===== config.mk =====
export PLATFORM = sky130hd
export DESIGN_NAME = dmux16_stream
export DESIGN_NICKNAME = d
export VERILOG_FILES = /design/src/rtl/dmux16_pkg.sv /design/src/rtl/dmux16_fifo2.sv /design/src/rtl/dmux16_stream.sv
export SDC_FILE = /design/constraint.sdc
export NUM_CORES = 1
export LEC_CHECK = 0
export CORE_ASPECT_RATIO = 0.7
export CORE_MARGIN = 5
export CORE_UTILIZATION = 55
export DETAILED_ROUTE_END_ITERATION = 8
export PLACE_DENSITY = 0.83
export RECOVER_POWER = 25
export SKIP_CTS_REPAIR_TIMING = 1
export SLEW_MARGIN = 20
export SYNTH_ARGS = -nofsm -noshare
export SYNTH_HDL_FRONTEND = slang
export SYNTH_HIERARCHICAL = 1
export SYNTH_SLANG_ARGS = --single-unit

===== constraint.sdc =====
create_clock -name clk -period 4.1 [get_ports clk]
set_clock_uncertainty 0.15 [all_clocks]
set_input_delay 0.41 -clock clk [delete_from_list [all_inputs] [get_ports clk]]
set_output_delay 0.41 -clock clk [all_outputs]
set_load 0.02 [all_outputs]

===== src/rtl/dmux16_pkg.sv =====
// dmux16_pkg: shared FIFO state encoding, select constants and next-state helper.
package dmux16_pkg;
  localparam logic [1:0] EMPTY = 2'd0;
  localparam logic [1:0] ONE   = 2'd1;
  localparam logic [1:0] FULL  = 2'd2;
  localparam logic SEL_A = 1'b0;
  localparam logic SEL_B = 1'b1;
  typedef logic [1:0] fifo_state_t;
  function automatic fifo_state_t next_state(input fifo_state_t s, input logic push, input logic pop);
    return (push && !pop) ? ((s == EMPTY) ? ONE : FULL) :
           (pop && !push) ? ((s == FULL) ? ONE : EMPTY) : s;
  endfunction
endpackage


===== src/rtl/dmux16_fifo2.sv =====
// dmux16_fifo2: two-entry FIFO, head always in r_mem0 so the output is a plain register.
module dmux16_fifo2
  import dmux16_pkg::*;
#(
  parameter int WIDTH = 16
) (
  input  logic             clk,
  input  logic             rst_n,
  input  logic             i_push,
  input  logic [WIDTH-1:0] i_data,
  input  logic             i_pop,
  output logic [WIDTH-1:0] o_data,
  output logic             o_full,
  output logic             o_empty,
  output fifo_state_t      o_state
);
  fifo_state_t      r_state;
  logic [WIDTH-1:0] r_mem0, r_mem1;
  logic             w_push, w_pop;
  assign w_push = i_push && (r_state != FULL);
  assign w_pop  = i_pop && (r_state != EMPTY);
  always_ff @(posedge clk or negedge rst_n) begin
    if (!rst_n) begin
      r_state <= EMPTY;
      r_mem0  <= '0;
      r_mem1  <= '0;
    end else begin
      r_state <= next_state(r_state, w_push, w_pop);
      if (w_pop && r_state == FULL) r_mem0 <= r_mem1;
      // a push lands at the head when it will be the only entry left
      if (w_push && (r_state == EMPTY || (r_state == ONE && w_pop))) r_mem0 <= i_data;
      else if (w_push) r_mem1 <= i_data;
    end
  end
  assign o_data  = r_mem0;
  assign o_full  = (r_state == FULL);
  assign o_empty = (r_state == EMPTY);
  assign o_state = r_state;
endmodule


===== src/rtl/dmux16_stream.sv =====
// dmux16_stream: routes a valid/ready stream to channel a or b through per-channel 2-entry FIFOs.
// Optional per-channel delivery counters when DMUX16_STREAM_CNT_EN is defined.
module dmux16_stream
  import dmux16_pkg::*;
#(
  parameter int WIDTH = 16,
  parameter int CNT_W = 16
) (
  input  logic             clk,
  input  logic             rst_n,
  input  logic [WIDTH-1:0] in_data,
  input  logic             in_sel,
  input  logic             in_valid,
  output logic             in_ready,
  output logic [WIDTH-1:0] a_data,
  output logic             a_valid,
  input  logic             a_ready,
  output logic [WIDTH-1:0] b_data,
  output logic             b_valid,
  input  logic             b_ready
`ifdef DMUX16_STREAM_CNT_EN
  ,
  output logic [CNT_W-1:0] a_count,
  output logic [CNT_W-1:0] b_count
`endif
);
  logic        w_a_full, w_a_empty, w_b_full, w_b_empty;
  logic        w_push_a, w_push_b, w_pop_a, w_pop_b;
  fifo_state_t w_unused_a_state, w_unused_b_state;
  // ready depends only on the selected FIFO, never on in_valid
  assign in_ready = (in_sel == SEL_A) ? !w_a_full : !w_b_full;
  assign w_push_a = in_valid && in_ready && (in_sel == SEL_A);
  assign w_push_b = in_valid && in_ready && (in_sel == SEL_B);
  assign a_valid  = !w_a_empty;
  assign b_valid  = !w_b_empty;
  assign w_pop_a  = a_valid && a_ready;
  assign w_pop_b  = b_valid && b_ready;
  dmux16_fifo2 #(.WIDTH(WIDTH)) u_fifo_a (
    .clk(clk), .rst_n(rst_n), .i_push(w_push_a), .i_data(in_data), .i_pop(w_pop_a),
    .o_data(a_data), .o_full(w_a_full), .o_empty(w_a_empty), .o_state(w_unused_a_state)
  );
  dmux16_fifo2 #(.WIDTH(WIDTH)) u_fifo_b (
    .clk(clk), .rst_n(rst_n), .i_push(w_push_b), .i_data(in_data), .i_pop(w_pop_b),
    .o_data(b_data), .o_full(w_b_full), .o_empty(w_b_empty), .o_state(w_unused_b_state)
  );
`ifdef DMUX16_STREAM_CNT_EN
  logic [CNT_W-1:0] r_a_count, r_b_count;
  always_ff @(posedge clk or negedge rst_n) begin
    if (!rst_n) begin
      r_a_count <= '0;
      r_b_count <= '0;
    end else begin
      r_a_count <= r_a_count + CNT_W'(w_pop_a);
      r_b_count <= r_b_count + CNT_W'(w_pop_b);
    end
  end
  assign a_count = r_a_count;
  assign b_count = r_b_count;
`else
  logic [CNT_W-1:0] w_unused_cnt;
  assign w_unused_cnt = '0;
`endif
endmodule


* After elaboration in Yosys (flattened, before gate mapping)
Index checks and enable logic that the tools add are counted.
** Storage, ports and cells
- Memories kept :: 0
- Memory bits (read-only) :: 0
- Input bits :: 22
- Flip-flop bits (word level) :: 68
- Output and inout port bits :: 35
- Latch bits :: 0
- Memory bits (writable) :: 0
- Logic and storage cells :: 67
** Operators by class
- Shift-type cells :: 0
- Mux-type cells :: 13
- $lt $le $gt $ge :: 0
- Divide/modulo/power cells :: 0
- Equality and inequality tests :: 6
- Multipliers :: 0
- $add $sub $neg :: 0
- Reductions and logical operators :: 39
- Bitwise operators :: 3
** Operator list (number)
- $mux W16 :: 4
- $logic_and A1 B1 Y1 :: 19
- $mux W2 :: 6
- $reduce_bool A2 Y1 :: 6
- $logic_not A1 Y1 :: 8
- $eq A2 B1 Y1 const B :: 2
- $eq A2 B2 Y1 const B :: 2
- $logic_not A2 Y1 :: 2
- $ne A2 B2 Y1 const B :: 2
- $reduce_and A2 Y1 :: 2
- $mux W1 :: 3
- $not A1 Y1 :: 3
- $logic_or A1 B1 Y1 :: 2

* Depth between registers and ports, before layout
- Depth after elaboration :: 10
- Gate-level depth with buffers :: 9
- Depth with buffers taken out :: 8

* Cells and area by module
Netlist, hierarchy kept.
** Modules (own cells, without submodules)
- dmux16_fifo2 :: cells each 103, seq. area each 850.8 um^2, instances 2, area each 1635.3 um^2
- dmux16_stream :: cells each 7, seq. area each 0.0 um^2, instances 1, area each 46.3 um^2

* Worst setup path before layout
Ideal clock, no wire load.
- Path kind :: register to register
- Start point :: register u_fifo_a.r_state[1] (netlist: u_fifo_a/o_state[1])
- End point :: register u_fifo_a.r_mem1[0]
- Clock period less this slack :: 2.049 ns
- Path buffers :: 2
- Library setup time :: 0.125 ns
- Data required time :: 3.825 ns
- Cell stages (with the launch flop) :: 8
- Arrival time :: 1.775 ns
- Setup slack :: 2.051 ns
- Cells stage by stage :: dfrtp_1 > buf_2 > nor2_1 > nor2b_1 > inv_1 > o211ai_2 > buf_4 > mux2_2
** Between the ends
- Longest elaborated chain between the ends :: 9
- Elaborated cells on any way between the ends :: 18
- Those cells by class :: eq/ne (3); mux (1); bitwise (1); reduce/logical (13)
** Ends and longest elaborated chain
- start: declaration :: RTL line dmux16_fifo2.sv:17 : fifo_state_t r_state;
- start signal: assignment :: RTL line dmux16_fifo2.sv:28 : r_state <= next_state(r_state, w_push, w_pop);
- $logic_not A2 Y1 :: RTL line dmux16_fifo2.sv:37 : assign o_empty = (r_state == EMPTY);
- net w_a_empty :: RTL line dmux16_stream.sv:27 : logic w_a_full, w_a_empty, w_b_full, w_b_empty;
- $logic_not A1 Y1 :: RTL line dmux16_stream.sv:34 : assign a_valid = !w_a_empty;
- $logic_and A1 B1 Y1 :: RTL line dmux16_stream.sv:36 : assign w_pop_a = a_valid && a_ready;
- net w_pop_a :: RTL line dmux16_stream.sv:28 : logic w_push_a, w_push_b, w_pop_a, w_pop_b;
- $logic_and A1 B1 Y1 :: RTL line dmux16_fifo2.sv:21 : assign w_pop = i_pop && (r_state != EMPTY);
- $logic_and A1 B1 Y1 :: RTL line dmux16_fifo2.sv:31 : if (w_push && (r_state == EMPTY || (r_state == ONE && w_pop))) r_mem0 <= i_data;
- $logic_or A1 B1 Y1 :: RTL line dmux16_fifo2.sv:31
- $logic_and A1 B1 Y1 :: RTL line dmux16_fifo2.sv:31
- $not A1 Y1 (no source line)
- $reduce_and A2 Y1 (no source line)
- end signal: assignment :: RTL line dmux16_fifo2.sv:32 : else if (w_push) r_mem1 <= i_data;
- end: declaration :: RTL line dmux16_fifo2.sv:18 : logic [WIDTH-1:0] r_mem0, r_mem1;
The timed path passes the listed nets, and every way through them passes these cells.
A chain may end at the register's enable or synchronous reset.

* Worst setup path in the final report
- Start point :: register u_fifo_a.r_state[1] (netlist: u_fifo_a/o_state[1])
- End point :: register u_fifo_a.r_mem1[10]
** Between the ends
- Longest elaborated chain between the ends :: 9
- Elaborated cells on any way between the ends :: 18
- Those cells by class :: eq/ne (3); mux (1); bitwise (1); reduce/logical (13)
** Ends and longest elaborated chain
- $eq A2 B2 Y1 (*) :: RTL line dmux16_fifo2.sv:36 : assign o_full = (r_state == FULL);
- net w_a_full :: RTL line dmux16_stream.sv:27
- $logic_not A1 Y1 (*) :: RTL line dmux16_stream.sv:31 : assign in_ready = (in_sel == SEL_A) ? !w_a_full : !w_b_full;
- $mux W1 (*) :: RTL line dmux16_stream.sv:31
- $logic_and A1 B1 Y1 (*) (2 in a row) :: RTL line dmux16_stream.sv:32 : assign w_push_a = in_valid && in_ready && (in_sel == SEL_A);
- net w_push_a :: RTL line dmux16_stream.sv:28
- $logic_and A1 B1 Y1 (*) :: RTL line dmux16_fifo2.sv:20 : assign w_push = i_push && (r_state != FULL);
- $logic_and A1 B1 Y1 :: RTL line dmux16_fifo2.sv:31
- $not A1 Y1 (no source line)
- $reduce_and A2 Y1 (no source line) (*)
Mark *: on every way through the listed nets, which the timed path passes. The rest lies on a longest branch.

==> out/metrics.yaml <==
outcome:
  outcome: "completed"
floorplanning:
  pin_count: 57
  rows: 23
  initial_core_util: 0.5734
  die_h_um: 74.98
  dieArea_sq_mm: 0.007709
  core_area_sq_mm: 0.005784
  fp.dieW_um: 102.8
synthesis:
  avgSynthCellArea_sq_um: 15.57
  syn_inst: 213
  synth-seq-area-share: 0.5130
  ys_types: 20
  synth_seq_cells: 68
  yosysWarnings: 6
  synthesis.area_sq_mm: 0.003317
  syn_nets: 237
layout:
  drive_gt1_frac: 0.4353
  fillers: 402
  postLayoutCellArea_sq_mm: 0.004094
  final_common_cell: "dfrtp_1"
  area_growth_pct: 23.43
  antenna_cells: 0
  layout_common_cells: "dfrtp_1, mux2_2, clkdlybuf4s50_1"
  fin_nets: 297
  fin_cells: 353
worst_setup_path:
  end_kind: "flop"
  cp.required_ns: 4.17
  start_kind: "flop"
  r2r_start: "u_fifo_a/o_state[1]$_DFFE_PN0P_"
  reg2reg_slack_ns: 1.50
  reg2reg_to: "u_fifo_a/r_mem1[10]$_DFFE_PN0P_"
  worstRegToRegCells: 5
  crit_type: "reg2reg"
  crit_path_end: "u_fifo_a/r_mem1[10]$_DFFE_PN0P_"
  crit_fanout: 16
  crit_start: "u_fifo_a/o_state[1]$_DFFE_PN0P_"
  cp.arrival_ns: 2.67
sta:
  tightest_slew_ns: 1.041
  timing.slew.headroom: 0.3043
  setup_viol: 0
  period_share: 0.6346
  final_hold_viol_count: 0
  max_freq_ghz: 0.3843
  final_max_slew_viol_count: 0
  min_period_ns: 2.602
  rsz0062_at_grt: "no"
  setup_tns_ns: 0
  whs_ns: 0.3600
pwr:
  p_switching_mw: 1.055
  switching_share: 0.3223
  pwr-share-seq: 0.373
  intPower_mw: 2.218
  ir_worst_vdd_mv: 0.4184
  p_clk_frac: 0.158
  combPwrFrac: 0.469
  p_leak_nw: 1.950
  p_per_area_mw_per_mm2: 799.3
clocking:
  clkLatencyLatePin_ns: 0.33
  clockBufferDepth: 2
  h-tree-depth: 3
  clock_sinks: 68
  cts_tree: "built"
  cts_root_buffer: "clkbuf_8"
  clk_pin_slew_ns: 0.07
  numCtsBuffers: 9
detailed_routing:
  vias_per_cell: 5.229
  via_count: 1846
  wl_per_cell_um: 17.57
  ant_nets: 0
  routed_wl_mm: 6.203
  dr.pass1.iters: 5
  drcViolationCount: 0
  drt_iter0_drc: 64
global_route:
  grt_max_degree: 47
  grt_overflow: 0
  antenna_found_initial: 0
  grt_first_pass_wirelength_mm: 10.55
  grt_use_total: 0.1814
  grt_pass1_vias: 2104
flow_run:
  maxCapViolations: 0
placement:
  dp.cells: 336
  gp_congestion: 0.7349
  io_buffers: 56
  placed_cell_area_sq_mm: 0.003889
  place_hpwl_mm: 4.204
worst_hold_path:
  min_path_type: "reg2reg"
==> per-stage QoR <==
stage	util	power (mW)	setup slack [ns]
3_3_place_gp	0.6723	2.711	1.363
3_5_place_dp	0.6723	2.768	1.292
6_report	0.7078	3.272	1.498
4_1_cts	0.7041	3.306	1.554
2_1_floorplan	-	2.246	2.051
5_1_grt	0.7078	3.476	1.290
==> layer usage <==
layer | vias up | global-route usage | part of all wire
li1 | 881 | - | -
met1 | 911 | 0.2503 | 0.48
met2 | 49 | 0.2883 | 0.46
met3 | 5 | 0.05278 | 0.052
met4 | 0 | 0.04310 | 0.0063
met5 | - | 0 | 0
==> registers in the layout, indices dropped and copies added (netlist names) <==
name and flops:
u_fifo_b/r_mem1 16, u_fifo_a/o_data 16, u_fifo_b/o_data 16, u_fifo_b/o_state 2, u_fifo_a/o_state 2, u_fifo_a/r_mem1 16
==> critical path, stage by stage, from the launching register on <==
cell,delay [ns]
dfrtp_1,0.48
inv_1,0.16
nor2_1,0.09
nor3b_1,0.57
o211ai_2,0.58
mux2_2,0.45
==> power by group through the flow <==
| stage | clock network (mW) | registers [mW] | logic (mW) |
|---|---|---|---|
| floorplan | 0 | 1.35 | 0.895 |
| global placement | 0 | 1.22 | 1.50 |
| detailed placement | 0 | 1.23 | 1.54 |
| CTS | 0.537 | 1.22 | 1.55 |
| global route | 0.568 | 1.27 | 1.64 |
| finish | 0.516 | 1.22 | 1.54 |
==> cell usage after synthesis, drive strengths merged <==
cell type / count / area [sq um]
a21o: 2 / 17.52
and3b: 1 / 8.760
buf: 10 / 92.58
dfrtp: 68 / 1702
ha: 2 / 25.02
inv: 8 / 30.03
mux2: 96 / 1231
mux2i: 1 / 10.01
nand3b: 2 / 40.04
nor2: 6 / 22.52
nor2b: 4 / 25.02
nor3: 2 / 10.01
nor3b: 1 / 7.510
o211ai: 4 / 50.05
o21ai: 2 / 10.01
o22a: 2 / 17.52
xnor2: 2 / 17.52
==> kinds of logic (layout without fill, tap and decap cells) <==
family,after synthesis,count (layout),share of synthesized area
compound gates,10,10,0.02867
xor+xnor,2,2,0.005282
fa+ha+maj,2,2,0.007543
buf+inv,18,83,0.03696
flops,68,68,0.5130
mux,97,97,0.3742
simple gates,16,16,0.03433
==> worst min-delay path by stage <==
stage,startpoint,endpoint,slack [ns],cells past startpoint
6_report,u_fifo_b/r_mem1[12]$_DFFE_PN0P_,u_fifo_b/r_mem1[12]$_DFFE_PN0P_,0.36,1
5_1_grt,u_fifo_b/r_mem1[12]$_DFFE_PN0P_,u_fifo_b/r_mem1[12]$_DFFE_PN0P_,0.37,1
4_1_cts,rst_n,u_fifo_b/o_data[12]$_DFFE_PN0P_,0.14,1
3_5_place_dp,u_fifo_b/r_mem1[2]$_DFFE_PN0P_,u_fifo_b/r_mem1[2]$_DFFE_PN0P_,0.34,1
3_3_place_gp,u_fifo_a/r_mem1[0]$_DFFE_PN0P_,u_fifo_a/r_mem1[0]$_DFFE_PN0P_,0.34,1
2_1_floorplan,rst_n,u_fifo_a/o_data[0]$_DFFE_PN0P_,-0.04,0
==> layout make-up <==
type	instances	area (sq um)	area share
Clock buffer	11	131.4	0.03209
Clock inverter	5	52.55	0.01284
Inverter	8	30.03	0.007335
Multi-Input combinational cell	127	1501	0.3667
Sequential cell	68	1702	0.4156
Tap cell	75	93.84	0.02292
Timing Repair Buffer	59	583.1	0.1424
Power figures use the tool's default switching activity.
